### src/rtl/store_merge_unit.sv
// Store path into word-addressed data memory: full-word stores write directly,
// byte/half stores read the containing word, merge the lane little-endian, and write it back.
//
// state | meaning
// IDLE  | ready for a request
// READ  | one-cycle read strobe for the containing word
// WAIT  | holding until read data returns
// WRITE | one-cycle write strobe with the final word
// DONE  | completion pulse
// ERR   | completion pulse flagged as misaligned/illegal, no memory access
module store_merge_unit (
    input  logic        Clk,
    input  logic        Reset,
    input  logic        req_valid,
    output logic        req_ready,
    input  logic [31:0] req_addr,
    input  logic [31:0] req_data,
    input  logic [1:0]  req_op,
    output logic [31:0] mem_addr,
    output logic        mem_rd_en,
    input  logic [31:0] mem_rdata,
    input  logic        mem_rvalid,
    output logic        mem_wr_en,
    output logic [31:0] mem_wdata,
    output logic        done,
    output logic        misaligned
);

    typedef enum logic [2:0] {IDLE, READ, WAIT, WRITE, DONE, ERR} stateT;

    localparam logic [1:0] OP_HALF = 2'b00;
    localparam logic [1:0] OP_BYTE = 2'b01;
    localparam logic [1:0] OP_WORD = 2'b10;

    stateT       state;
    stateT       nextState;
    logic [31:0] addrReg;
    logic [1:0]  laneSel;
    logic [1:0]  capOp;
    logic [31:0] wordBuf;
    logic [31:0] mergedWord;
    logic        accept;
    logic        illegal;

    assign accept = req_valid && (state == IDLE);

    always_comb begin
        illegal = 1'b0;
        case (req_op)
            OP_HALF: illegal = req_addr[0];
            OP_BYTE: illegal = 1'b0;
            OP_WORD: illegal = (req_addr[1:0] != 2'b00);
            default: illegal = 1'b1;
        endcase
    end

    // wordBuf holds the store data until the read returns, then the merged word
    always_comb begin
        mergedWord = mem_rdata;
        if (capOp == OP_BYTE) begin
            case (laneSel)
                2'd0:    mergedWord[7:0]   = wordBuf[7:0];
                2'd1:    mergedWord[15:8]  = wordBuf[7:0];
                2'd2:    mergedWord[23:16] = wordBuf[7:0];
                default: mergedWord[31:24] = wordBuf[7:0];
            endcase
        end else if (capOp == OP_HALF) begin
            if (laneSel[1]) begin
                mergedWord[31:16] = wordBuf[15:0];
            end else begin
                mergedWord[15:0] = wordBuf[15:0];
            end
        end
    end

    always_ff @(posedge Clk or posedge Reset) begin
        if (Reset) begin
            state   <= IDLE;
            addrReg <= '0;
            laneSel <= '0;
            capOp   <= '0;
            wordBuf <= '0;
        end else begin
            state <= nextState;
            if (accept) begin
                addrReg <= {req_addr[31:2], 2'b00};
                laneSel <= req_addr[1:0];
                capOp   <= req_op;
                wordBuf <= req_data;
            end else if (state == WAIT && mem_rvalid) begin
                wordBuf <= mergedWord;
            end
        end
    end

    always_comb begin
        nextState = state;
        case (state)
            IDLE: begin
                if (accept) begin
                    if (illegal) begin
                        nextState = ERR;
                    end else if (req_op == OP_WORD) begin
                        nextState = WRITE;
                    end else begin
                        nextState = READ;
                    end
                end
            end
            READ:    nextState = WAIT;
            WAIT:    nextState = mem_rvalid ? WRITE : WAIT;
            WRITE:   nextState = DONE;
            DONE:    nextState = IDLE;
            ERR:     nextState = IDLE;
            default: nextState = IDLE;
        endcase
    end

    assign req_ready  = (state == IDLE);
    assign mem_addr   = addrReg;
    assign mem_rd_en  = (state == READ);
    assign mem_wr_en  = (state == WRITE);
    assign mem_wdata  = (state == WRITE) ? wordBuf : 32'h0;
    assign done       = (state == DONE) || (state == ERR);
    assign misaligned = (state == ERR);

endmodule

### config.mk
export PLATFORM = sky130hd
export DESIGN_NAME = store_merge_unit
export DESIGN_NICKNAME = d
export VERILOG_FILES = /design/src/rtl/store_merge_unit.sv
export SDC_FILE = /design/constraint.sdc
export NUM_CORES = 1
export LEC_CHECK = 0
export ABC_AREA = 0
export CAP_MARGIN = 5
export CORE_MARGIN = 1
export CORE_UTILIZATION = 25
export CTS_BUF_LIST = sky130_fd_sc_hd__clkbuf_8
export DETAILED_ROUTE_END_ITERATION = 10
export MAX_ROUTING_LAYER = met4
export SLEW_MARGIN = 20
export SYNTH_ARGS = -nofsm -noshare
export SYNTH_HDL_FRONTEND = slang
export SYNTH_SLANG_ARGS = --single-unit
### constraint.sdc
create_clock -name Clk -period 3.7 [get_ports Clk]
set_clock_uncertainty 0.05 [all_clocks]
set_input_delay 0.74 -clock Clk [delete_from_list [all_inputs] [get_ports Clk]]
set_output_delay 0.74 -clock Clk [all_outputs]
set_load 0.1 [all_outputs]
==> results of run 1 <==
==> layer usage <==
layer / share of wire [%] / vias to the layer above
li1: - / 1725
met1: 46 / 1614
met2: 48 / 94
met3: 4.6 / 8
met4: 1.3 / 0
met5: 0 / -
==> through the flow <==
step,cells,hold slack [ns]
after floorplan,428,0.390
after global placement,752,0.406
after detailed placement,752,0.407
after CTS,768,0.424
after global routing,768,0.446
final,768,0.423
==> layout make-up <==
type                            instances  area share, %
Sequential cell                        69           31.3
Multi-Input combinational cell        325           31.3
Timing Repair Buffer                  175           29.7
Tap cell                              180           4.08
Clock buffer                           11           2.74
Inverter                                3          0.204
Clock inverter                          5          0.612
==> cell usage after synthesis (2+ instances only) <==
| library cell | number |
|---|---|
| nand2_1 | 137 |
| dfrtp_1 | 69 |
| nor2_1 | 36 |
| and2_1 | 32 |
| a211oi_1 | 17 |
| a21oi_1 | 17 |
| o31ai_1 | 16 |
| clkbuf_1 | 14 |
| nand2b_1 | 11 |
| buf_2 | 9 |
| mux2i_1 | 9 |
| a31oi_1 | 8 |
| and3_1 | 8 |
| mux2_2 | 8 |
| nand3_1 | 8 |
| buf_4 | 3 |
| inv_1 | 3 |
| buf_6 | 2 |
| clkbuf_2 | 2 |
| nor2b_1 | 2 |
| o21ai_0 | 2 |
==> final timing paths <==
check | startpoint | cells after the start | slack (ns) | to
setup reg to reg | state[2] | 5 | 1.51 | mem_addr[15]
min in group asynchronous | Reset | 2 | 0.86 | mem_addr[29]
hold / removal | wordBuf[18] | 2 | 0.42 | wordBuf[18]
hold reg to reg | wordBuf[18] | 2 | 0.42 | wordBuf[18]
setup / recovery | state[1] | 5 | 0.67 | mem_wdata[30]
max in group asynchronous | Reset | 3 | 1.98 | capOp[0]
==> power groups by stage <==
| stage | Clock [W] | Combinational (W) | Sequential [W] |
|---|---|---|---|
| finish | 0.000576 | 0.00376 | 0.00148 |
| global placement | 0 | 0.00374 | 0.00148 |
| floorplan | 0 | 0.00189 | 0.00246 |
| detailed placement | 0 | 0.00379 | 0.00149 |
| CTS | 0.000600 | 0.00379 | 0.00148 |
| global route | 0.000634 | 0.00399 | 0.00154 |
==> cells by family (layout without fill, tap and decap cells) <==
kind of cell,count (synthesis),in the layout,share of synthesized area (%)
AOI/OAI and AO/OA,64,64,12.3
other,1,2,0.104
DFF,69,69,47.9
muxes,17,17,5.00
buffers and inverters,34,194,4.65
and+or+nand+nor,242,242,30.1
==> worst max-delay path, stage by stage (launching register included) <==
cell,delay [ns]
dfrtp_1,0.51
nand2_1,0.13
nor2_2,0.49
buf_4,0.30
and2_1,0.16
buf_4,0.29
==> state kept, by name (all words and copies together), names as in the netlist <==
name,flops
capOp,2
laneSel,2
mem_addr,30
state,3
wordBuf,32
==> impl_table.tex, run 1 <==
\begin{tabular}{lr}
\hline
Metric & Value \\
\hline
\multicolumn{2}{l}{\textbf{STA}} \\
Part of the cycle the worst path needs & 81.9\% \\
Fmax & 330 MHz \\
Minimum clock period & 3.03 ns \\
Number of slew-limit violations in the final report & 0 \\
Final hold vios & 0 \\
Worst-Margin Slew & 0.998 ns \\
Max transition margin & 33.2\% \\
RSZ-0062 raised after global routing & no \\
Setup TNS & 0 ns \\
Final Setup Violations & 0 \\
Final WS setup & 0.669 ns \\
\multicolumn{2}{l}{\textbf{Synthesis}} \\
Fraction of registers with async set or reset after synthesis & 100\% \\
Post-Syn Instances & 427 \\
Cell accounting for the most synthesized area & dfrtp\_1 \\
Count of flip-flops with a built-in enable after synthesis & 0 \\
Primary flip-flop cell chosen by synthesis mapping & dfrtp\_1 \\
Flip-flop and latch count after synthesis & 69 \\
Cell area after synthesis & 3600 um\^{}2 \\
Sequential area share after synthesis & 47.9\% \\
Synthesized area divided by synthesized cell count & 8.44 um\^{}2 \\
Library cells used by synthesis & 35 \\
Proportion of netlist area held by the largest area contributor & 47.9\% \\
Number of warnings reported in the yosys synthesis log & 0 \\
Main area contributors after synthesis & dfrtp\_1 48\%, nand2\_1 14\%, and2\_1 5.6\% \\
\multicolumn{2}{l}{\textbf{Layout}} \\
Leading cell type in the layout, fill and taps excluded & nand2\_1 \\
Final design area excluding fillers & 5520 um\^{}2 \\
Register area & 1730 um\^{}2 \\
Most used cells in the layout excluding fill and tap cells & 137 x nand2\_1, 131 x clkdlybuf4s50\_1, 69 x dfrtp\_1, 44 x buf\_4, 34 x nor2\_1 \\
Combined area of the multi-input logic cells & 1730 um\^{}2 \\
Area delta synth->final & 53.1\% \\
Core utilization of the finished layout & 39.5\% \\
Number of filler instances in the final layout & 1442 \\
Layout cells sized above 1 & 12.9\% \\
Nets & 685 \\
Number of antenna diodes & 0 \\
\multicolumn{2}{l}{\textbf{Clocking}} \\
CTS tree & built \\
Maximum clock insertion buffer count & 2 \\
CTS resizes & 0 \\
Number of buffers added to fix hold violations after cts & 0 \\
Clock H-tree levels & 3 \\
Number of sinks driven by the clock tree & 69 \\
Setup fix buffers added after clock tree synthesis & 0 \\
Insertion delay to the later sink of the worst-skew pair & 0.35 ns \\
Clock transition at the registers of the reported paths & 0.07 ns \\
Clock buffers created by TritonCTS & 9 \\
Clock root buffer & clkbuf\_8 \\
\multicolumn{2}{l}{\textbf{Power}} \\
Power density normalized to cell area & 1050 nW/um\^{}2 \\
Peak ir drop on the vdd network & 0.000390 V \\
Portion of total power attributed to combinational logic & 64.7\% \\
Switch share & 58.7\% \\
Power spent charging and discharging nets & 0.00341 W \\
Internal power summed over all cells & 0.00241 W \\
Share of total power in sequential cells & 25.4\% \\
Leakage power & 2.49 nW \\
Share of total power in the clock network & 9.9\% \\
Total power & 0.00582 W \\
\multicolumn{2}{l}{\textbf{Route}} \\
Wire length reported by the detailed router & 11900 um \\
Total number of vias & 3441 \\
Number of vias per cell after detailed routing & 4.48 \\
Number of remaining DRC errors & 0 \\
Post-DRT Antenna Nets & 0 \\
Routed wirelength normalized by instance count & 15.5 um \\
Iter 0 DRT Violations & 183 \\
First-pass iteration count of the detailed router & 5 \\
\multicolumn{2}{l}{\textbf{Critical path}} \\
Kind of capture point of the worst setup path & primary output \\
Critical path type & flop to primary output \\
Largest fanout on the critical path & 17 \\
Required time of the worst setup path & 2.91 ns \\
Arrival time at the worst endpoint & 2.24 ns \\
Kind of start point of the critical path & flop \\
\multicolumn{2}{l}{\textbf{Flow run}} \\
Max Cap Violations & 0 \\
\multicolumn{2}{l}{\textbf{Die}} \\
Total I/O pin count & 171 \\
Die width & 122 um \\
Initial Util & 25.8\% \\
Chip height & 122 um \\
Number of rows in the core area & 43 \\
Area of the core region & 14000 um\^{}2 \\
Area of the die & 14900 um\^{}2 \\
\multicolumn{2}{l}{\textbf{Worst hold path}} \\
Class of the most critical hold timing path & flop to flop \\
\multicolumn{2}{l}{\textbf{Placement}} \\
Routability congestion estimate from global placement & 0.798 \\
Final HPWL DP & 9070 um \\
Area of placed instances & 5340 um\^{}2 \\
Post-Place Setup Slack & 0.817 ns \\
Count of buffers inserted at the top-level ports & 168 \\
\multicolumn{2}{l}{\textbf{Global route}} \\
First-pass GRT wire length & 18100 um \\
Grt met2 use & 25.6\% \\
Remaining global-route overflow & 0 \\
Busiest layer in global routing & met2 \\
Maximum number of pins on one net before global-route repair & 74 \\
Grt met3 use & 3.00\% \\
Met1 track demand over resource in global routing & 22.0\% \\
Number of global-route vias before repair & 3330 \\
Initial antenna violation count & 0 \\
Total global-route track usage & 16.7\% \\
\multicolumn{2}{l}{\textbf{Outcome}} \\
Result of the run & completed \\
\hline
\end{tabular}
Note: power is estimated with default switching activity, not from simulation.
==> run 2, diff against run 1 <==
==> constraint.sdc (replaced) <==
create_clock -name Clk -period 2.7 [get_ports Clk]
set_clock_uncertainty 0.05 [all_clocks]
set_input_delay 0.54 -clock Clk [delete_from_list [all_inputs] [get_ports Clk]]
set_output_delay 0.54 -clock Clk [all_outputs]
set_load 0.1 [all_outputs]
==> run 2 against run 1 <==
Sequential power grew 37%. Routed wire length is essentially flat. Cell count grew 0.52%. Worst hold slack is essentially flat. Global-route usage grew 0.36 points. Combinational power grew 46%. Setup slack lost 0.40 ns. Via count grew 2.4%. Critical path type unchanged. Largest power group unchanged.
==> impl_table.tex, run 2 (synthesis gave the netlist of run 1 again) <==
\begin{tabular}{lr}
\hline
Metric & Value \\
\hline
\multicolumn{2}{l}{\textbf{Outcome}} \\
Result of the run & completed \\
\multicolumn{2}{l}{\textbf{Global route}} \\
Initial antenna violation count & 0 \\
Maximum number of pins on one net before global-route repair & 34 \\
Total global-route track usage & 17.1\% \\
Remaining global-route overflow & 0 \\
Number of global-route vias before repair & 3559 \\
First-pass GRT wire length & 18700 um \\
\multicolumn{2}{l}{\textbf{Critical path}} \\
Kind of start point of the critical path & flop \\
Crit path cell chain & nand2\_1 > nor2\_1 > buf\_4 > and2\_1 > buf\_12 \\
Kind of capture point of the worst setup path & primary output \\
Endpoint of the worst-slack reg-to-reg timing path & wordBuf[14] \\
Largest fanout on the critical path & 33 \\
Worst R2R Setup Slack & 0.67 ns \\
Delay of the slowest critical-path stage & 0.54 ns \\
Required time of the worst setup path & 2.11 ns \\
Critical path type & flop to primary output \\
Master of the slowest instance on the critical path & dfrtp\_1 \\
Launching point of the worst reg2reg path & capOp[0] \\
R2r worst-path depth & 5 \\
Arrival time at the worst endpoint & 1.84 ns \\
\multicolumn{2}{l}{\textbf{Layout}} \\
Number of filler instances in the final layout & 1339 \\
Nets & 689 \\
Number of antenna diodes & 0 \\
Final design area excluding fillers & 5950 um\^{}2 \\
Layout cells sized above 1 & 18.6\% \\
Most used cells in the layout excluding fill and tap cells & 137 x nand2\_1, 101 x clkdlybuf4s50\_1, 69 x dfrtp\_1, 42 x buf\_4, 36 x buf\_12 \\
Register with the highest flop count & wordBuf \\
Area delta synth->final & 65.2\% \\
Core utilization of the finished layout & 42.6\% \\
Number of flip-flops under the largest register name & 32 \\
Leading cell type in the layout, fill and taps excluded & nand2\_1 \\
\multicolumn{2}{l}{\textbf{Route}} \\
Number of remaining DRC errors & 0 \\
Wire length reported by the detailed router & 11900 um \\
Number of vias per cell after detailed routing & 4.56 \\
Iter 0 DRT Violations & 161 \\
Routed wirelength normalized by instance count & 15.5 um \\
First-pass iteration count of the detailed router & 4 \\
Post-DRT Antenna Nets & 0 \\
Total number of vias & 3523 \\
\multicolumn{2}{l}{\textbf{STA}} \\
Number of slew-limit violations in the final report & 0 \\
Part of the cycle the worst path needs & 90.0\% \\
Setup TNS & 0 ns \\
Minimum clock period & 2.43 ns \\
Max transition margin & 54.8\% \\
Final Setup Violations & 0 \\
Worst-Margin Slew & 0.674 ns \\
Fmax & 411 MHz \\
RSZ-0062 raised after global routing & no \\
Final hold vios & 0 \\
\multicolumn{2}{l}{\textbf{Power}} \\
Share of total power in sequential cells & 24.1\% \\
Internal power summed over all cells & 0.00369 W \\
Share of total power in the clock network & 10.6\% \\
Peak ir drop on the vdd network & 0.000889 V \\
Power density normalized to cell area & 1410 nW/um\^{}2 \\
Portion of total power attributed to combinational logic & 65.2\% \\
Power spent charging and discharging nets & 0.00473 W \\
Switch share & 56.2\% \\
Leakage power & 2.67 nW \\
\multicolumn{2}{l}{\textbf{Flow run}} \\
Max Cap Violations & 0 \\
\multicolumn{2}{l}{\textbf{Worst hold path}} \\
Hold Crit Start & wordBuf[24] \\
WHS Endpoint & wordBuf[24] \\
Min-Delay Path Depth & 2 \\
Class of the most critical hold timing path & flop to flop \\
\multicolumn{2}{l}{\textbf{Clocking}} \\
Clock transition at the registers of the reported paths & 0.07 ns \\
Clock H-tree levels & 3 \\
Number of buffers added to fix hold violations after cts & 0 \\
Clock buffers created by TritonCTS & 9 \\
Clock root buffer & clkbuf\_8 \\
Insertion delay to the later sink of the worst-skew pair & 0.34 ns \\
Maximum clock insertion buffer count & 2 \\
CTS resizes & 0 \\
Setup fix buffers added after clock tree synthesis & 0 \\
Number of sinks driven by the clock tree & 69 \\
CTS tree & built \\
\multicolumn{2}{l}{\textbf{Placement}} \\
Final HPWL DP & 9280 um \\
Routability congestion estimate from global placement & 0.769 \\
Count of buffers inserted at the top-level ports & 168 \\
Area of placed instances & 5740 um\^{}2 \\
\multicolumn{2}{l}{\textbf{Die}} \\
Die width & 122 um \\
Chip height & 122 um \\
Area of the die & 14900 um\^{}2 \\
Initial Util & 25.8\% \\
Total I/O pin count & 171 \\
Number of rows in the core area & 43 \\
Area of the core region & 14000 um\^{}2 \\
\hline
\end{tabular}
[run 2: cell count changes in the layout (fill, tap and decap cells not counted), moves of 2 or more]
cell,delta
clkdlybuf4s50_1,-30
clkinvlp_4,-2
buf_4,-2
buf_12,+36
[run 2: worst max-delay path, delay by kind of cell, from the launching register on]
kind / cells / cell delay (ns)
flip-flops: 1 / 0.54
buffers and inverters: 2 / 0.47
AND/OR/NAND/NOR: 3 / 0.47
[run 2: per-stage QoR]
| stage | hold WS, ns | total power, W | std cells | worst slack, ns |
|---|---|---|---|---|
| final | 0.423 | 0.00841 | 772 | 0.269 |
| after global routing | 0.447 | 0.00886 | 772 | 0.0822 |
| after CTS | 0.427 | 0.00848 | 772 | 0.241 |
| after detailed placement | 0.410 | 0.00757 | 756 | 0.190 |
| after global placement | 0.405 | 0.00748 | 756 | 0.240 |
| after floorplan | 0.390 | 0.00596 | 428 | 0.0164 |
[run 2: power by group through the flow]
stage / registers (W) / logic [W] / clock network, W
after detailed placement: 0.00203 / 0.00554 / 0
after floorplan: 0.00337 / 0.00259 / 0
after CTS: 0.00203 / 0.00553 / 0.000922
final: 0.00203 / 0.00549 / 0.000893
after global placement: 0.00202 / 0.00547 / 0
after global routing: 0.00210 / 0.00579 / 0.000971
[run 2: layout make-up]
cell class	count	area, um^2	area share, %
clock buffer	12	165	2.77
clock inverter	4	45.0	0.757
inverter	3	11.3	0.189
multi-input combinational	325	1730	29.1
sequential	69	1730	29.0
tap	180	225	3.78
timing repair buffer	179	2050	34.4
[run 2: per-layer routing]
metal / part of all wire [%] / vias to the layer above / global-route usage (%) / wire length (um)
li1: - / 1728 / - / -
met1: 45 / 1653 / 22.3 / 5390
met2: 47 / 126 / 26.6 / 5640
met3: 5.7 / 16 / 3.32 / 686
met4: 1.8 / 0 / 5.34 / 216
met5: 0 / - / - / 0
[run 2: worst max path at each step]
stage                         start             to  slack, ns  cells past startpoint
after floorplan            state[1]  mem_wdata[22]       0.02                      5
after global placement    req_valid     wordBuf[7]       0.24                      6
after detailed placement  req_valid     wordBuf[5]       0.19                      6
after CTS                  state[1]  mem_wdata[14]       0.24                      5
after global routing       state[1]  mem_wdata[15]       0.08                      5
final                      state[1]  mem_wdata[15]       0.27                      5
==> run 3, diff against run 2 <==
--- a/config.mk
+++ b/config.mk
@@ -12,6 +12,7 @@
 export CTS_BUF_LIST = sky130_fd_sc_hd__clkbuf_8
 export DETAILED_ROUTE_END_ITERATION = 10
 export MAX_ROUTING_LAYER = met4
+export PLACE_DENSITY = 0.55
 export SLEW_MARGIN = 20
 export SYNTH_ARGS = -nofsm -noshare
 export SYNTH_HDL_FRONTEND = slang
==> run 3 against run 2 <==
Worst hold slack worse by 0.045 ns. Largest power group unchanged. Maximum frequency down 0.65%. Non-clock buffer count up 1. Sequential share of layout area up 0.17 points. Routed wire length down 2.4%. Critical endpoint is now mem_wdata[27]. Setup slack worse by 0.016 ns. Core utilization down 0.25 points. Clock-buffer cell count unchanged. First-iteration DRC count down 19%.
==> impl_table.tex, run 3 (synthesis gave the netlist of run 1 again) <==
\begin{tabular}{lr}
\hline
Metric & Value \\
\hline
\multicolumn{2}{l}{\textbf{Power}} \\
Share of total power in the clock network & 9.6\% \\
Portion of total power attributed to combinational logic & 65.9\% \\
Power density normalized to cell area & 1390 nW/um\^{}2 \\
Share of total power in sequential cells & 24.6\% \\
Internal power summed over all cells & 0.00355 W \\
Peak ir drop on the vdd network & 0.000724 V \\
Total power & 0.00824 W \\
Leakage power & 2.66 nW \\
Switch share & 56.9\% \\
Power spent charging and discharging nets & 0.00469 W \\
\multicolumn{2}{l}{\textbf{Global route}} \\
Total global-route track usage & 16.7\% \\
Number of global-route vias before repair & 3400 \\
Initial antenna violation count & 0 \\
Maximum number of pins on one net before global-route repair & 55 \\
First-pass GRT wire length & 18200 um \\
Remaining global-route overflow & 0 \\
\multicolumn{2}{l}{\textbf{STA}} \\
Part of the cycle the worst path needs & 90.6\% \\
RSZ-0062 raised after global routing & no \\
Fmax & 409 MHz \\
Final hold slack & 0.378 ns \\
Setup TNS & 0 ns \\
Number of slew-limit violations in the final report & 0 \\
Max transition margin & 56.0\% \\
Worst-Margin Slew & 0.656 ns \\
Final hold vios & 0 \\
Final WS setup & 0.254 ns \\
Final Setup Violations & 0 \\
Minimum clock period & 2.45 ns \\
\multicolumn{2}{l}{\textbf{Die}} \\
Number of rows in the core area & 43 \\
Chip height & 122 um \\
Initial Util & 25.8\% \\
Area of the die & 14900 um\^{}2 \\
Total I/O pin count & 171 \\
Die width & 122 um \\
Area of the core region & 14000 um\^{}2 \\
\multicolumn{2}{l}{\textbf{Critical path}} \\
Critical path type & flop to primary output \\
Master of the slowest instance on the critical path & dfrtp\_1 \\
Largest fanout on the critical path & 33 \\
Delay of the slowest critical-path stage & 0.53 ns \\
R2r worst-path depth & 5 \\
Arrival time at the worst endpoint & 1.86 ns \\
Kind of start point of the critical path & flop \\
Kind of capture point of the worst setup path & primary output \\
Required time of the worst setup path & 2.11 ns \\
Crit path cell chain & nand2\_1 > nor2\_2 > buf\_4 > and2\_1 > buf\_12 \\
\multicolumn{2}{l}{\textbf{Placement}} \\
Routability congestion estimate from global placement & 0.781 \\
Area of placed instances & 5740 um\^{}2 \\
Final HPWL DP & 9060 um \\
Post-Place Setup Slack & 0.248 ns \\
Count of buffers inserted at the top-level ports & 168 \\
\multicolumn{2}{l}{\textbf{Layout}} \\
Most used cells in the layout excluding fill and tap cells & 137 x nand2\_1, 101 x clkdlybuf4s50\_1, 69 x dfrtp\_1, 44 x buf\_4, 35 x buf\_12 \\
Area delta synth->final & 64.2\% \\
Layout cells sized above 1 & 18.4\% \\
Number of antenna diodes & 0 \\
Register with the highest flop count & wordBuf \\
Leading cell type in the layout, fill and taps excluded & nand2\_1 \\
Number of flip-flops under the largest register name & 32 \\
Final design area excluding fillers & 5920 um\^{}2 \\
Nets & 690 \\
\multicolumn{2}{l}{\textbf{Outcome}} \\
Result of the run & completed \\
\multicolumn{2}{l}{\textbf{Clocking}} \\
Number of sinks driven by the clock tree & 69 \\
CTS resizes & 0 \\
CTS tree & built \\
Clock H-tree levels & 3 \\
Setup fix buffers added after clock tree synthesis & 0 \\
Insertion delay to the later sink of the worst-skew pair & 0.35 ns \\
Clock root buffer & clkbuf\_8 \\
Number of buffers added to fix hold violations after cts & 0 \\
Clock transition at the registers of the reported paths & 0.07 ns \\
Maximum clock insertion buffer count & 2 \\
Clock buffers created by TritonCTS & 9 \\
\multicolumn{2}{l}{\textbf{Worst hold path}} \\
Class of the most critical hold timing path & input port to async pin \\
\multicolumn{2}{l}{\textbf{Route}} \\
Post-DRT Antenna Nets & 0 \\
Wire length reported by the detailed router & 11600 um \\
Routed wirelength normalized by instance count & 15.1 um \\
First-pass iteration count of the detailed router & 4 \\
Number of vias per cell after detailed routing & 4.49 \\
Iter 0 DRT Violations & 131 \\
Number of remaining DRC errors & 0 \\
Total number of vias & 3466 \\
\multicolumn{2}{l}{\textbf{Flow run}} \\
Max Cap Violations & 0 \\
\hline
\end{tabular}
==> run 3: cell count changes in the layout (fill, tap and decap cells not counted) <==
cell,before,now
nor2_1,35,34
nor2_2,0,1
buf_4,42,44
clkinv_2,3,1
bufinv_16,1,0
buf_12,36,35
inv_1,2,4
==> run 3: per-stage QoR <==
| step | instances | utilization, % |
|---|---|---|
| 2_1_floorplan | 428 | - |
| 3_3_place_gp | 757 | 41.0 |
| 3_5_place_dp | 757 | 41.0 |
| 4_1_cts | 772 | 42.3 |
| 5_1_grt | 772 | 42.3 |
| 6_report | 772 | 42.3 |
==> run 3: final cells by class <==
type	count	area [um^2]
timing repair buffer	180	2040
clock inverter	3	12.5
sequential	69	1730
tap	180	225
fill	1430	8070
multi-input combinational	325	1740
inverter	3	11.3
clock buffer	12	165
==> run 3: power groups by stage <==
stage          clock network, W  logic [W]  registers (W)
2_1_floorplan                 0    0.00259        0.00337
3_3_place_gp                  0    0.00542        0.00202
3_5_place_dp                  0    0.00549        0.00204
4_1_cts                0.000818    0.00549        0.00203
5_1_grt                0.000863    0.00575        0.00210
6_report               0.000788    0.00543        0.00202
==> run 3: worst paths after layout <==
path / from / to / slack [ns]
setup / recovery: state[1] / mem_wdata[27] / 0.25
hold / removal: Reset / mem_addr[11] / 0.38
setup reg to reg: capOp[0] / wordBuf[13] / 0.68
hold reg to reg: wordBuf[25] / wordBuf[25] / 0.42
max in group asynchronous: Reset / mem_addr[3] / 1.74
min in group Clk: wordBuf[25] / wordBuf[25] / 0.42
==> run 3: metal layers <==
metal / global-route usage (%) / share of wire (%) / wire [um] / vias up
li1: - / - / - / 1726
met1: 22.4 / 48 / 5530 / 1611
met2: 24.5 / 44 / 5160 / 121
met3: 3.93 / 6.9 / 801 / 8
met4: 5.56 / 1.3 / 150 / 0
met5: - / 0 / 0 / -
==> run 3: worst max-delay path, delay by kind of cell, from the launching register on <==
family                 cells  cell delay [ns]
DFF                        1             0.53
and+or+nand+nor            3             0.48
buffers and inverters      2             0.49
